## src/rtl/des_pkg.sv

```systemverilog
// Shared DES key-schedule definitions: FSM states, PC-2 table, shift schedule
// and the 28-bit half-key rotation helpers.
package des_pkg;

   typedef enum logic [1:0] {
      S_IDLE = 2'd0,
      S_RUN  = 2'd1,
      S_DONE = 2'd2
   } state_t;

   localparam int NUM_ROUNDS = 16;

   // PC-2 selection, entry j gives the 1-based CD bit that feeds output bit j+1.
   localparam int PC2_TABLE [48] = '{
      14, 17, 11, 24,  1,  5,  3, 28, 15,  6, 21, 10,
      23, 19, 12,  4, 26,  8, 16,  7, 27, 20, 13,  2,
      41, 52, 31, 37, 47, 55, 30, 40, 51, 45, 33, 48,
      44, 49, 39, 56, 34, 53, 46, 42, 50, 36, 29, 32
   };

   // Left-rotation applied before each encrypt round; sums to 28.
   localparam int SHIFT_SCHED [16] = '{
      1, 1, 2, 2, 2, 2, 2, 2, 1, 2, 2, 2, 2, 2, 2, 1
   };

   // Rotate a 28-bit half key left by n (1 or 2).
   function automatic logic [27:0] rotl28(input logic [27:0] x, input int n);
      return (x << n) | (x >> (28 - n));
   endfunction

   // Rotate a 28-bit half key right by n (1 or 2).
   function automatic logic [27:0] rotr28(input logic [27:0] x, input int n);
      return (x >> n) | (x << (28 - n));
   endfunction

endpackage

```

## src/rtl/des_pc2.sv

```systemverilog
// Combinational PC-2 permutation: 56-bit rotated C,D in, 48-bit round subkey out.
// Bit 55 of cd_i is DES bit 1; bit 47 of subkey_o is PC-2 output bit 1.
module des_pc2
   import des_pkg::*;
(
   input  logic [55:0] cd_i,
   output logic [47:0] subkey_o
);

   genvar gi;
   generate
      for (gi = 0; gi < 48; gi++) begin : g_pc2
         localparam int SRC_IDX = 56 - PC2_TABLE[gi];
         assign subkey_o[47 - gi] = cd_i[SRC_IDX];
      end
   endgenerate

endmodule

```

## src/rtl/des_key_sched.sv

```systemverilog
// DES key schedule: streams the 16 round subkeys for one key over a
// valid/ready handshake, in encrypt (K1..K16) or decrypt (K16..K1) order.
module des_key_sched
   import des_pkg::*;
#(
   parameter int ROUNDS = 16
)(
   input  logic        clk,
   input  logic        rst,
   input  logic [55:0] key_in,
   input  logic        decrypt,
   input  logic        start,
   output logic        ready,
   output logic [47:0] subkey,
   output logic        subkey_valid,
   input  logic        subkey_ready,
   output logic [3:0]  round,
   output logic        done
);

   generate
      if (ROUNDS != NUM_ROUNDS) begin : g_bad_rounds
         $error("des_key_sched: ROUNDS must be 16");
      end
   endgenerate

   localparam logic [3:0] LAST_ROUND = 4'(ROUNDS - 1);

   state_t      state_q, state_d;
   logic [27:0] c_q, c_d;
   logic [27:0] d_q, d_d;
   logic        mode_q, mode_d;
   logic [3:0]  round_q, round_d;
   logic [47:0] pc2_subkey;
   logic        xfer;

   assign xfer = (state_q == S_RUN) && subkey_ready;

   // Next-state logic: load the rotated key on start, advance one round per transfer.
   always_comb begin
      state_d = state_q;
      c_d     = c_q;
      d_d     = d_q;
      mode_d  = mode_q;
      round_d = round_q;
      case (state_q)
         S_IDLE: begin
            if (start) begin
               state_d = S_RUN;
               mode_d  = decrypt;
               round_d = 4'd0;
               // Decrypt starts at K16, whose cumulative rotation is a full 28 (identity).
               if (decrypt) begin
                  c_d = key_in[55:28];
                  d_d = key_in[27:0];
               end else begin
                  c_d = rotl28(key_in[55:28], SHIFT_SCHED[0]);
                  d_d = rotl28(key_in[27:0], SHIFT_SCHED[0]);
               end
            end
         end
         S_RUN: begin
            if (xfer) begin
               if (round_q == LAST_ROUND) begin
                  state_d = S_DONE;
                  round_d = 4'd0;
               end else begin
                  round_d = round_q + 4'd1;
                  // Decrypt undoes the encrypt shifts from the end of the schedule backwards.
                  if (mode_q) begin
                     c_d = rotr28(c_q, SHIFT_SCHED[4'd15 - round_q]);
                     d_d = rotr28(d_q, SHIFT_SCHED[4'd15 - round_q]);
                  end else begin
                     c_d = rotl28(c_q, SHIFT_SCHED[round_q + 4'd1]);
                     d_d = rotl28(d_q, SHIFT_SCHED[round_q + 4'd1]);
                  end
               end
            end
         end
         S_DONE: begin
            state_d = S_IDLE;
         end
         default: begin
            state_d = S_IDLE;
         end
      endcase
   end

   // State and datapath registers with asynchronous reset.
   always_ff @(posedge clk or posedge rst) begin
      if (rst) begin
         state_q <= S_IDLE;
         c_q     <= '0;
         d_q     <= '0;
         mode_q  <= 1'b0;
         round_q <= '0;
      end else begin
         state_q <= state_d;
         c_q     <= c_d;
         d_q     <= d_d;
         mode_q  <= mode_d;
         round_q <= round_d;
      end
   end

   des_pc2 u_pc2 (
      .cd_i     ({c_q, d_q}),
      .subkey_o (pc2_subkey)
   );

   assign ready        = (state_q == S_IDLE);
   assign subkey_valid = (state_q == S_RUN);
   assign done         = (state_q == S_DONE);
   // Outputs read zero whenever no subkey is being presented.
   assign subkey       = subkey_valid ? pc2_subkey : 48'd0;
   assign round        = subkey_valid ? round_q : 4'd0;

endmodule

```

## config.mk

```make
export PLATFORM = sky130hd
export DESIGN_NAME = des_key_sched
export DESIGN_NICKNAME = d
export VERILOG_FILES = /design/src/rtl/des_pkg.sv /design/src/rtl/des_pc2.sv /design/src/rtl/des_key_sched.sv
export SDC_FILE = /design/constraint.sdc
export NUM_CORES = 1
export LEC_CHECK = 0
export BUFFER_PORTS_ARGS = -buffer_cell sky130_fd_sc_hd__buf_4
export CORE_MARGIN = 2
export CORE_UTILIZATION = 50
export DETAILED_ROUTE_END_ITERATION = 6
export GPL_ROUTABILITY_DRIVEN = 0
export GPL_TIMING_DRIVEN = 0
export HOLD_SLACK_MARGIN = 0.12
export PLACE_DENSITY = 0.76
export SLEW_MARGIN = 20
export SYNTH_ARGS = -nofsm -noshare
export SYNTH_HDL_FRONTEND = slang
export SYNTH_SLANG_ARGS = --single-unit
```

## constraint.sdc

```tcl
create_clock -name clk -period 3.9 [get_ports clk]
set_input_delay 0.585 -clock clk [delete_from_list [all_inputs] [get_ports clk]]
set_output_delay 0.585 -clock clk [all_outputs]
set_load 0.005 [all_outputs]
```

# After elaboration in Yosys (flattened, before gate mapping)
# Memories as Yosys holds them, arrays and structs flattened.
# Index checks and enable logic that the tools add are counted.
# totals
register_bits	63
mem_bits_ro	1024
inputBits	61
word_cells	69
n_memories	2
# classes
add_sub_neg	4
magnitude_cmp	2
n_eq_ne	7
shifts	8
n_mux	26
bitwise_logic	8
n_reduce_logical	7
# mem_list
name	depth	word_bits	rd	rd_clocked_by_memory_dff	write_ports	line	source
(no name shown)	16	32	1	0	0	des_key_sched.sv:75	d_d = rotl28(d_q, SHIFT_SCHED[round_q + 4'd1]);
(no name shown)	16	32	1	0	0	des_key_sched.sv:72	d_d = rotr28(d_q, SHIFT_SCHED[4'd15 - round_q]);
# ops
operator	n
$mux W28	10
$mux W32	4
$shl A28 B32 Y28	4
$shr A28 B32 Y28	4
$or A28 B28 Y28	4
$pmux W28 S2	2
$sub A6 B32 Y32 const A	2
$or A28 B1 Y28	2
$mux W48	1
$mux W4	4
$ge A5 B5 Y1 const B	2
$not A4 Y5	2
$pmux W4 S2	1
$mux W2	3
$reduce_and A3 Y1	2
$add A4 B1 Y4 const B	1
$eq A4 B4 Y1 const B	1
$ne A2 B1 Y1 const B	2
$ne A2 B2 Y1 const B	2
$pmux W2 S2	1
$reduce_and A4 Y1	1
$sub A4 B4 Y4 const A	1
$eq A2 B1 Y1 const B	1
$eq A2 B2 Y1 const B	1
4 further kinds	4

# Depth between registers and ports, before layout
# depth
word_depth	12
depth_mapped	16

# Cells and area by module
# A second synthesis with hierarchy kept.
# unflattened
hier_cells	1059
hier_area_um2	7736.2
# modules_own_cells
mod	n_inst	cells_per_inst	area_per_inst_um2
des_key_sched	1	1011	7375.8
des_pc2	1	48	360.3

# Least setup slack after synthesis
# No wires, ideal clock.
# synth_timing
kind	register to register
startpoint	register round_q[1]
endpoint	register c_q[3]
setup_ns	0.104
arrival_ns	3.123
t_required_ns	3.796
slack_ns	0.673
path_stages_with_launch	15
synth_period_minus_slack_ns	3.227
path_cell_list	dfrtp_1 ha_1 buf_4 and2_4 a21oi_2 o32ai_4 nor2_4 clkinv_2 clkbuf_1 ha_1 clkbuf_1 nor2_1 a211oi_1 or4_1 a221oi_1
# synth_between
elab_chain_cells	12
word_cells_on_any_way	25
classes_between	add/sub: 4; eq/ne: 2; shift: 4; mux: 8; bitwise: 4; reduce/logical: 1; memory: 2
# synth_rtl
element	line	source
from (decl)	des_key_sched.sv:33	logic [3:0] round_q, round_d;
from (signal assigned)	des_key_sched.sv:102	round_q <= round_d;
$add A4 B1 Y4 / $sub A4 B4 Y4 (equally long branches)	des_key_sched.sv:74, des_key_sched.sv:71	
$not A4 Y5 (on tied branches)	des_key_sched.sv:74, des_key_sched.sv:71	
$mem_v2 Z16 W32 (on tied branches)	n/a	
$mux W32 (on tied branches) (2 in series)	n/a	
$sub A6 B32 Y32 (on tied branches)	n/a	
$shr A28 B32 Y28 / $shl A28 B32 Y28 (equally long branches)	des_pkg.sv:28, des_pkg.sv:33	
$or A28 B28 Y28 (on tied branches)	des_pkg.sv:28, des_pkg.sv:33	
$mux W28	des_key_sched.sv:70	if (mode_q) begin
$mux W28	des_key_sched.sv:64	if (round_q == LAST_ROUND) begin
$mux W28	des_key_sched.sv:63	if (xfer) begin
$pmux W28 S2	des_key_sched.sv:46	case (state_q)
to (signal assigned)	des_key_sched.sv:93	c_q <= '0;
to (signal assigned)	des_key_sched.sv:99	c_q <= c_d;
to (decl)	des_key_sched.sv:30	logic [27:0] c_q, c_d;
# Parallel ways exist; a longest one is shown, timed or not. The select of a mux whose other input is x is not followed.
# A chain may end at the register's enable or synchronous reset.

# Worst setup path after layout
# Same ends and word-level chain as after synthesis.

==> summary.md <==
| Metric | Value |
|---|---|
| Status | `finished with violations` |
| Violated checks | `design-rule violations` |
| WS Path Type | `reg2reg` |
| Die Wd | `123.2 um` |
| Fill cells | `1296` |
| First-pass GRT wire length | `44.27 mm` |
| Ys async rst share | `100.0%` |
| Storage cell area | `1579 um^2` |
| Place WS | `-0.1205 ns` |
| Max-slew violations | `0` |
| Max rail drop VDD | `454.1 uV` |
| Core footprint | `13880 um^2` |
| Worst reg2reg endpoint | `c_q[3]` |
| Dpl cells | `1271` |
| TritonRoute pass-1 iters | `7` |
| Slowest CP cell | `dfrtp_2` |
| Layout cells sized above 1 | `17.60%` |
| Worst setup margin | `0.1790 ns` |
| Most used flip-flop cell after synthesis | `dfrtp_1` |
| Vias in the first global route | `8034` |
| Detailed Place HPWL | `20.24 mm` |
| Die area | `15180 um^2` |
| ANT cells | `0` |
| PortBufs | `114` |
| Crit start category | `flip-flop` |
| Initial antenna violation count | `0` |
| Routed WL per cell | `22.50 um` |
| Worst endpoint required time | `4.16 ns` |
| R2r startpoint | `round_q[1]` |
| Die height | `123.2 um` |
| # nets final | `1172` |
| Layout area overhead | `20.04%` |
| Crit share post-route | `95.41%` |
| Post-synthesis sequential area ratio | `22.19%` |
| Slew @ Worst Pin | `1.125 ns` |
| Synth Net Count | `1045` |
| Clock H-tree levels | `3` |
| Cell Rows | `43` |
| Seq pwr share | `14.7%` |
| Drt via density | `6.861` |
| CP cell instances | `ha_1 > buf_4 > o21ai_1 > o22ai_2 > nor2_4 > clkinv_4 > buf_2 > ha_1 > clkbuf_1 > nor2_1 > a211oi_1 > or4_1 > a221oi_1` |
| Starting density of the core | `51.19%` |
| Mapped Area | `7106 um^2` |
| Crit path largest cell delay | `0.48 ns` |
| Pint | `0.004292 W` |
| Most frequent cells in the layout | `144 x a21oi_1, 125 x buf_4, 119 x nand2_1` |
| F_max | `268.7 MHz` |
| Switch Pwr | `0.005286 W` |
| Num ports | `116` |
| Clock power frac | `8.8%` |
| Static Leak | `3.764 nW` |
| Max Cap Viol | `0` |
| CTS tree | `yes` |
| CTS root buf | `clkbuf_16` |
| Switching share of power | `55.19%` |
| Synth Warn # | `0` |
| Worst reg2reg setup slack | `0.18 ns` |
| Pwr/cell area | `1123 nW/um^2` |
| Area of the multi-input gates | `4930 um^2` |
| Post-Syn Instances | `976` |
| Commonest non-fill, non-tap cell in the layout | `a21oi_1` |
| Worst Path Arrival | `3.98 ns` |
| Routed vias | `8837` |
| Post-synth EDFFs | `0` |
| R2R cell count | `13` |
| Worst Skew | `0.006022 ns` |
| Clock transition at path regs | `0.06 ns` |
| Mean post-synth cell area | `7.280 um^2` |
| Largest net degree at the start of global routing | `47` |
| Seq cells post-synth | `63` |
| Hold WC Path Type | `in2async` |
| Crit path time final | `3.721 ns` |
| Worst-skew pair later-pin latency | `0.36 ns` |
| Gr ovfl total | `0` |
| Routed WL | `28.98 mm` |
| GR Util All Layers | `38.41%` |
| CP Launch Point | `round_q[1]` |
| Final setup vio count | `0` |
| Antenna Nets Post-Route | `0` |
| Gate power share | `76.5%` |
| Setup TNS | `0 ns` |
| Hold Violations, Final | `0` |
| Worst-path fanout max | `10` |
| DR DRC count | `15` |
| Non-filler cells, final | `1288` |
| Num CTS Buffers | `9` |
| Yosys cell types | `63` |
| Most frequent CP cell | `ha_1` |
| RSZ-0062 raised after global routing | `no` |
| Drt initial violations | `1536` |
| Slew Limit Headroom | `25.01%` |
| CTS max path bufs | `2` |
| Sink Count | `63` |
| Worst setup EP type | `flip-flop` |
## timing repair
item,4_1_cts,5_1_grt
pin swaps,1,1
buffers inserted,0,2
setup endpoints to repair,1,8
gates resized for setup,2,4
hold buffers,0,0
## worst max path at each step
stage / cells after the start / slack (ns) / end
floorplan: 14 / 0.67 / c_q[3]
global placement: 13 / -0.08 / c_q[3]
detailed placement: 13 / -0.12 / c_q[3]
CTS: 13 / 0.07 / c_q[3]
global route: 13 / 0.02 / c_q[3]
finish: 13 / 0.18 / c_q[3]
## per-stage QoR
step	hold WS [ns]	utilization, %	area [um^2]	total power [W]
final	0.1794	61.45	8529	0.009578
after global routing	0.2021	61.45	8529	0.01011
after CTS	0.1928	61.33	8513	0.009153
after detailed placement	0.5106	59.19	8217	0.008292
after global placement	0.4956	58.98	8187	0.008205
after floorplan	0.4662	-	7106	0.006111
## logic make-up after synthesis
family                   Yosys count  share of synthesized area (%)
AO/OA/AOI/OAI                    337                          30.04
XOR/XNOR                           3                         0.4755
adder cells (fa/ha/maj)            8                          1.409
buffers and inverters            138                          8.470
flip-flops                        63                          22.19
multiplexers                     125                          18.23
AND/OR/NAND/NOR                  302                          19.19
## cell usage after synthesis, types with 3 or more instances
cell       instances  area [um^2]
ha_1               8        100.1
inv_1             15        56.30
nand3_1           22        110.1
o22ai_1           33        206.5
mux2_2             7        78.83
a221o_1            4        40.04
a221oi_1           8        70.07
nor2_1            79        296.5
o211ai_1           4        30.03
a2111oi_0          3        26.28
or3_1              3        18.77
buf_1              8        30.03
a211o_1            5        43.79
nor3_1            18        90.09
nor2b_1            5        31.28
o21ai_1           13        65.06
clkbuf_1          77        289.0
a21oi_2            3        26.28
mux2i_1          110         1101
inv_2              3        11.26
dfrtp_1           63         1577
buf_2             21        105.1
o221ai_1          36        315.3
a211oi_1           3        22.52
nand2_1          119        446.7
buf_6              3        33.78
a31oi_1           45        281.5
and2_1            44        275.3
buf_4              9        67.56
mux2_1             5        56.30
o21ai_0           16        80.08
a21oi_1          144        720.7
## layer usage
metal | up-vias | track usage, % | share of wire (%)
li1 | 3822 | - | -
met1 | 4057 | 51.40 | 38
met2 | 776 | 56.08 | 42
met3 | 182 | 12.18 | 15
met4 | 0 | 18.11 | 5.7
met5 | - | 0 | 0
## power groups by stage
stage,combinational [W],clock (W),sequential [W]
6_report,0.00733,0.000841,0.00141
5_1_grt,0.00781,0.000875,0.00143
4_1_cts,0.00695,0.000830,0.00137
3_5_place_dp,0.00691,0,0.00138
3_3_place_gp,0.00684,0,0.00137
2_1_floorplan,0.00488,0,0.00123
## registers in the layout, summed over array words and instances, names as in the netlist
name	count
state_q	2
round_q	4
c_q	28
mode_q	1
d_q	28
## worst max-delay path: cells and delay by family, from the launching register on
kind | cells | cell delay, ns
AOI/OAI and AO/OA | 4 | 0.87
DFF | 1 | 0.48
buffers and inverters | 4 | 0.83
adders and majority gates | 2 | 0.55
and+or+nand+nor | 3 | 0.89
## final cells by class
class,count,area share (%)
Clock inverter,4,0.5281
Tap cell,180,2.640
Sequential cell,63,18.51
Multi-Input combinational cell,775,57.80
Inverter,20,0.9682
Buffer,117,6.132
Timing Repair Buffer,117,10.53
Clock buffer,12,2.890
(Power assumes the default switching activity.)
